`config.mk`:
```
export PLATFORM = sky130hd
export DESIGN_NAME = glyph_blit_engine
export DESIGN_NICKNAME = d
export VERILOG_FILES = /design/src/rtl/glyph_pkg.sv /design/src/rtl/glyph_word_packer.sv /design/src/rtl/glyph_blit_engine.sv
export SDC_FILE = /design/constraint.sdc
export NUM_CORES = 1
export LEC_CHECK = 0
export CORE_UTILIZATION = 53
export CTS_BUF_LIST = sky130_fd_sc_hd__clkbuf_8
export DETAILED_ROUTE_END_ITERATION = 10
export PLACE_DENSITY = 0.9
export SYNTH_ARGS = -nofsm -noshare
export SYNTH_HDL_FRONTEND = slang
export SYNTH_SLANG_ARGS = --single-unit
```
`constraint.sdc`:
```
create_clock -name clk -period 8.3 [get_ports clk]
set_input_delay 2.49 -clock clk [delete_from_list [all_inputs] [get_ports clk]]
set_output_delay 2.49 -clock clk [all_outputs]
set_load 0.05 [all_outputs]
```
`src/rtl/glyph_pkg.sv`:
```
// -----------------------------------------------------------------------------
// glyph_pkg
// Shared types for the glyph blitter: FSM state encoding, the captured
// character-cell record and the SRAM write-request record.
// Struct widths follow the default cell geometry (8x16, 8-bit colour,
// two pixels per 20-bit-addressed SRAM word).
// Build option: GLYPH_UNDERLINE_EN adds the underline bit to GlyphCell_t.
// -----------------------------------------------------------------------------
package glyph_pkg;

    localparam int unsigned GLYPH_W_DEF      = 8;
    localparam int unsigned GLYPH_H_DEF      = 16;
    localparam int unsigned COLOR_W_DEF      = 8;
    localparam int unsigned PIX_PER_WORD_DEF = 2;
    localparam int unsigned ADDR_W_DEF       = 20;
    localparam int unsigned DW_DEF           = PIX_PER_WORD_DEF * COLOR_W_DEF;

    typedef enum logic [1:0] {
        IDLE,
        WRITE,
        DONE
    } blit_state_t;

    typedef struct packed {
        logic [GLYPH_W_DEF*GLYPH_H_DEF-1:0] shape;
        logic [COLOR_W_DEF-1:0]             fg;
        logic [COLOR_W_DEF-1:0]             bg;
        logic                               inverse;
`ifdef GLYPH_UNDERLINE_EN
        logic                               underline;
`endif
    } GlyphCell_t;

    typedef struct packed {
        logic                  valid;
        logic [ADDR_W_DEF-1:0] addr;
        logic [DW_DEF-1:0]     data;
    } SramWrReq_t;

endpackage

```
`src/rtl/glyph_word_packer.sv`:
```
// -----------------------------------------------------------------------------
// glyph_word_packer
// Combinational: turns one glyph row plus a word index into one SRAM word.
// Pixel x = wx*PIX_PER_WORD + k lands in bits [k*COLOR_W +: COLOR_W];
// a set shape bit selects fg, a clear bit selects bg.
// Ports:
//   shapeRow  in   GLYPH_W bits of the current row (bit x = pixel x)
//   wx        in   word index within the row
//   fg, bg    in   effective foreground / background colour
//   word      out  packed PIX_PER_WORD*COLOR_W data word
// -----------------------------------------------------------------------------
module glyph_word_packer #(
    parameter int unsigned GLYPH_W      = 8,
    parameter int unsigned COLOR_W      = 8,
    parameter int unsigned PIX_PER_WORD = 2,
    parameter int unsigned WX_W         = 2
) (
    input  logic [GLYPH_W-1:0]              shapeRow,
    input  logic [WX_W-1:0]                 wx,
    input  logic [COLOR_W-1:0]              fg,
    input  logic [COLOR_W-1:0]              bg,
    output logic [PIX_PER_WORD*COLOR_W-1:0] word
);

    logic [GLYPH_W-1:0] rowShifted;

    // Shift the word's pixels down to bit 0 so the per-pixel selects use constant indices.
    assign rowShifted = shapeRow >> (wx * PIX_PER_WORD);

    always_comb begin
        word = '0;
        for (int unsigned k = 0; k < PIX_PER_WORD; k++) begin
            word[k*COLOR_W +: COLOR_W] = rowShifted[k] ? fg : bg;
        end
    end

endmodule

```
`src/rtl/glyph_blit_engine.sv`:
```
// -----------------------------------------------------------------------------
// glyph_blit_engine
// Writes one GLYPH_W x GLYPH_H character cell into the SRAM framebuffer,
// PIX_PER_WORD pixels per word, left to right then top to bottom.
// Build option: GLYPH_UNDERLINE_EN adds the underline input, which forces
// the bottom row to the effective foreground colour.
// Ports:
//   clk, rst            clock, asynchronous active-high reset
//   start               begin a cell (accepted only while ready)
//   shape               cell bitmap, bit y*GLYPH_W+x, 1 = foreground
//   fg, bg, inverse     colours; inverse swaps them for the whole cell
//   underline           (GLYPH_UNDERLINE_EN only) force bottom row to fg
//   base_addr           word address of the cell's top-left word
//   ready               idle, start accepted
//   done                one-cycle pulse after the final write is acked
//   req_valid/addr/data SRAM write request, held until req_ack
//   req_ack             arbiter accepted the write this cycle
// -----------------------------------------------------------------------------
module glyph_blit_engine
    import glyph_pkg::*;
#(
    parameter int unsigned GLYPH_W      = 8,
    parameter int unsigned GLYPH_H      = 16,
    parameter int unsigned COLOR_W      = 8,
    parameter int unsigned PIX_PER_WORD = 2,
    parameter int unsigned ADDR_W       = 20,
    parameter int unsigned STRIDE_WORDS = 320
) (
    input  logic                              clk,
    input  logic                              rst,
    input  logic                              start,
    input  logic [GLYPH_W*GLYPH_H-1:0]        shape,
    input  logic [COLOR_W-1:0]                fg,
    input  logic [COLOR_W-1:0]                bg,
    input  logic                              inverse,
`ifdef GLYPH_UNDERLINE_EN
    input  logic                              underline,
`endif
    input  logic [ADDR_W-1:0]                 base_addr,
    output logic                              ready,
    output logic                              done,
    output logic                              req_valid,
    output logic [ADDR_W-1:0]                 req_addr,
    output logic [PIX_PER_WORD*COLOR_W-1:0]   req_data,
    input  logic                              req_ack
);

    localparam int unsigned WORDS_PER_ROW = GLYPH_W / PIX_PER_WORD;
    localparam int unsigned WX_W   = (WORDS_PER_ROW > 1) ? $clog2(WORDS_PER_ROW) : 1;
    localparam int unsigned Y_W    = (GLYPH_H > 1) ? $clog2(GLYPH_H) : 1;
    localparam logic [WX_W-1:0]   WX_LAST = WX_W'(WORDS_PER_ROW - 1);
    localparam logic [Y_W-1:0]    Y_LAST  = Y_W'(GLYPH_H - 1);
    localparam logic [ADDR_W-1:0] STRIDE  = ADDR_W'(STRIDE_WORDS);

    blit_state_t state, nextState;

    logic [GLYPH_W*GLYPH_H-1:0] cellShape;
    logic [COLOR_W-1:0]         fgEff;
    logic [COLOR_W-1:0]         bgEff;
    logic [WX_W-1:0]            wxCnt;
    logic [Y_W-1:0]             yCnt;
    logic [ADDR_W-1:0]          rowBase;
    logic [ADDR_W-1:0]          addrQ;
    logic [GLYPH_W*GLYPH_H-1:0] shapeShifted;
    logic [GLYPH_W-1:0]         shapeRow;
    logic                       accept;
    logic                       advance;
    logic                       lastWord;
`ifdef GLYPH_UNDERLINE_EN
    logic                       underlineQ;
`endif

    assign accept   = (state == IDLE) && start;
    assign advance  = (state == WRITE) && req_ack;
    assign lastWord = (wxCnt == WX_LAST) && (yCnt == Y_LAST);

    // State register
    always_ff @(posedge clk or posedge rst) begin
        if (rst) begin
            state <= IDLE;
        end else begin
            state <= nextState;
        end
    end

    // Next-state logic
    always_comb begin
        nextState = state;
        case (state)
            IDLE:    if (start) nextState = WRITE;
            WRITE:   if (req_ack && lastWord) nextState = DONE;
            DONE:    nextState = IDLE;
            default: nextState = IDLE;
        endcase
    end

    // Output logic
    always_comb begin
        ready     = (state == IDLE);
        done      = (state == DONE);
        req_valid = (state == WRITE);
    end

    // Cell capture, word/row counters and address walk.
    // addrQ is updated alongside the counters so req_addr comes straight from a
    // register; rowBase accumulates one stride per row instead of y*STRIDE.
    always_ff @(posedge clk or posedge rst) begin
        if (rst) begin
            cellShape  <= '0;
            fgEff      <= '0;
            bgEff      <= '0;
            wxCnt      <= '0;
            yCnt       <= '0;
            rowBase    <= '0;
            addrQ      <= '0;
`ifdef GLYPH_UNDERLINE_EN
            underlineQ <= 1'b0;
`endif
        end else if (accept) begin
            cellShape  <= shape;
            fgEff      <= inverse ? bg : fg;
            bgEff      <= inverse ? fg : bg;
            wxCnt      <= '0;
            yCnt       <= '0;
            rowBase    <= base_addr;
            addrQ      <= base_addr;
`ifdef GLYPH_UNDERLINE_EN
            underlineQ <= underline;
`endif
        end else if (advance) begin
            if (wxCnt == WX_LAST) begin
                wxCnt   <= '0;
                yCnt    <= yCnt + 1'b1;
                rowBase <= rowBase + STRIDE;
                addrQ   <= rowBase + STRIDE;
            end else begin
                wxCnt   <= wxCnt + 1'b1;
                addrQ   <= addrQ + 1'b1;
            end
        end
    end

    assign shapeShifted = cellShape >> (yCnt * GLYPH_W);

`ifdef GLYPH_UNDERLINE_EN
    // An all-ones row renders as the effective foreground.
    assign shapeRow = (underlineQ && (yCnt == Y_LAST)) ? '1 : shapeShifted[GLYPH_W-1:0];
`else
    assign shapeRow = shapeShifted[GLYPH_W-1:0];
`endif

    glyph_word_packer #(
        .GLYPH_W      (GLYPH_W),
        .COLOR_W      (COLOR_W),
        .PIX_PER_WORD (PIX_PER_WORD),
        .WX_W         (WX_W)
    ) uPacker (
        .shapeRow (shapeRow),
        .wx       (wxCnt),
        .fg       (fgEff),
        .bg       (bgEff),
        .word     (req_data)
    );

    assign req_addr = addrQ;

endmodule

```
==> summary.txt <==
Run status
  • Run status: complete, but fails checks
  • Failing checks: design-rule violations

Global routing
  • GRT overflow: 0
  • Initial antenna violation count: 0
  • First-pass GRT wire length: 42.0 mm
  • Tot GR Track Use: 28.0%
  • Largest net degree at the start of global routing: 126
  • Number of global-route vias before repair: 8214

Synth
  • Predominant post-synthesis flop cell: dfrtp_1
  • Yosys reg bits: 192
  • Async S/R FF share, synth: 100%
  • Post-Syn Area: 9820 um^2
  • Synth Area per Inst: 9.08 um^2
  • Yosys warnings: 0
  • Netlist cell types: 56
  • EDFF count, synth: 0
  • Synthesized instance count: approximately 1100
  • Mapped Nets: 1255
  • Sequential area share after synthesis: 48.9%

Clock tree
  • Root buf cell: clkbuf_8
  • Post-CTS Hold Buffers: 0
  • Post-CTS Setup Inserts: 0
  • Clock net sink count: 192
  • TritonCTS clock tree: done
  • Worst skew pair latency: 480 ps
  • CTS max path bufs: 2
  • Post-CTS sizing: 0
  • CTS H-tree depth: 4
  • Clock slew at the register clock pins of the worst setup and hold paths: 90 ps
  • CTS Buf Count: 17

Critical path
  • Arrival time of the worst setup path: 4250 ps
  • CP top delay family: flip-flops
  • Critical Path Max Stage Delay: 1030 ps
  • Cells along the critical path: nand3_1 > o221ai_1 > a21o_1 > o22ai_1 > mux2i_2 > mux2_2 > clkdlybuf4s50_1
  • Critical path required time: between 5000 and 6000 ps
  • Slowest cell on crit path: dfrtp_1
  • Critical path class: flip-flop to primary output
  • Startpoint Class: flip-flop
  • Critical path peak fanout: 24
  • Crit end category: primary output
  • Worst Path Buf+Inv: 1

Floorplanning
  • Ports: 208
  • Die W: around 140 um
  • Initial core utilization: between 50% and 60%
  • DIE HEIGHT: around 140 um
  • Full die area: approximately 19000 um^2
  • Row cnt: 49
  • Core ar.: 18100 um^2

Placement
  • Post-DP HPWL: approximately 18 mm
  • Final RePlAce weighted congestion: 0.890
  • Port Buffers: slightly above 200

Timing
  • Endpoints failing setup: 0
  • Post-route clock skew: 14.7 ps
  • Relative slew slack: 26.5%
  • Final worst path period share: 81.2%
  • RSZ-0062 raised after global routing: no
  • Worst Tran Pin Value: about 1100 ps
  • Setup tns final: 0 ps
  • Worst hold slack: 483 ps
  • Fmax: 148 MHz
  • Final Hold Fails: 0
  • Final Slew Violations: 0
  • Tmin final: 6740 ps

Flow run
  • Maximum capacitance violations: 0

Cells and area
  • ANT cells: 0
  • Leading cell type in the layout, fill and taps excluded: nand2_1
  • Most frequent cells in the layout: nand2_1 (459), clkdlybuf4s50_1 (207), dfrtp_1 (191)
  • Layout cells sized above 1: 5.74%
  • Area delta synth->final: 25.1%
  • # fillers: 1394
  • Nets: 1416

Worst hold path
  • Min-delay worst type: flip-flop to flip-flop

Detailed routing
  • TritonRoute pass-1 iters: 8
  • Vias per std cell: roughly 5.7
  • Total wire length: 25.7 mm
  • WL per Instance: 17.3 um
  • DRC Markers: 30
  • DR iter-0 viols: 615
  • Antenna Violating Nets Remaining: 0
  • Via count: 8434

Power and ir drop
  • Leakage: 5.77 nW
  • Power density of the placed cells: 331 nW/um^2
  • VDD IR max: 0.157 mV
[per-stage QoR]
stage | total power [mW] | setup WS [ps] | utilization (%) | std cells | cell area (um^2)
after floorplan | 2.92 | 583 | - | 1082 | 9820
after global placement | 3.40 | 2210 | 65.9 | 1453 | 11900
after detailed placement | 3.49 | 2070 | 65.9 | 1453 | 11900
after CTS | 4.07 | 1530 | 68.0 | 1484 | 12300
after global routing | 4.30 | 1280 | 68.0 | 1484 | 12300
final | 4.07 | 1560 | 68.0 | 1484 | 12300
[worst register-to-register path: cells and delay by family (launching register included)]
family	cells	cell delay, ps
and+or+nand+nor	4	1640
DFF	1	490
buffers and inverters	1	680
[cell families after synthesis]
| group | after synthesis | share of synthesized area (%) |
|---|---|---|
| muxes | 86 | 13.0 |
| AOI/OAI and AO/OA | 146 | 9.50 |
| DFF | 192 | 48.9 |
| buffers and inverters | 75 | 3.43 |
| and+or+nand+nor | 553 | 22.3 |
| xor gates and xnor gates | 26 | 2.32 |
| adders and majority gates | 4 | 0.510 |
[final timing paths]
check,startpoint,slack (ps),cells after the start,endpoint
worst max-delay path,yCnt[1],1560,7,req_data[9]
worst min-delay path,cellShape[67],480,2,cellShape[67]
worst max register to register,state[1],5420,5,cellShape[56]
worst min register to register,cellShape[67],480,2,cellShape[67]
max in group asynchronous,rst,4330,3,yCnt[0]
min in group asynchronous,rst,2560,2,rowBase[11]
[power by group]
part           leakage [nW]  internal, mW  switching, mW  total [mW]
Sequential             2.37          1.26          0.395        1.66
Clock                 0.180         0.241          0.349       0.590
Combinational          3.22         0.832          0.989        1.82
Total                  5.77          2.33           1.73        4.07
[layer usage]
| layer | routed length, um | GRT usage [%] |
|---|---|---|
| met5 | 0 | 0 |
| met3 | 1940 | 5.82 |
| met1 | 10700 | 37.3 |
| met4 | 779 | 12.1 |
| met2 | 12200 | 44.8 |
[sequential cells by signal (all words and copies together) (netlist names)]
register   cells
rowBase       20
fgEff          8
bgEff          8
wxCnt          2
state          2
cellShape    128
req_addr      20
yCnt           4
[cell type report]
class	count	area (um^2)	area share, %
sequential	192	4810	39.1
multi-input combinational	815	4700	38.2
timing repair buffer	212	2110	17.2
tap	229	287	2.33
clock buffer	17	234	1.90
clock inverter	14	135	1.10
inverter	5	26.3	0.214
[Yosys cell counts, types with 5 or more instances]
cell | number | area share (%)
a21oi_1 | 29 | 1.5
mux2_4 | 8 | 1.2
nand2_1 | 460 | 18
mux4_1 | 13 | 3.5
dfrtp_1 | 192 | 49
nor2_1 | 39 | 1.5
o22ai_1 | 10 | 0.64
xor2_1 | 15 | 1.3
nand3_1 | 20 | 1.0
o21ai_0 | 52 | 2.6
a22oi_1 | 8 | 0.61
clkbuf_1 | 59 | 2.3
mux4_2 | 12 | 2.8
nand4_1 | 9 | 0.57
a21o_1 | 7 | 0.53
mux2_2 | 9 | 1.0
inv_1 | 5 | 0.19
o211ai_1 | 7 | 0.53
a31oi_1 | 6 | 0.38
xnor2_1 | 11 | 0.98
mux2i_1 | 43 | 4.4
and3_1 | 8 | 0.51
No activity file was read; power rests on OpenSTA's default activity.
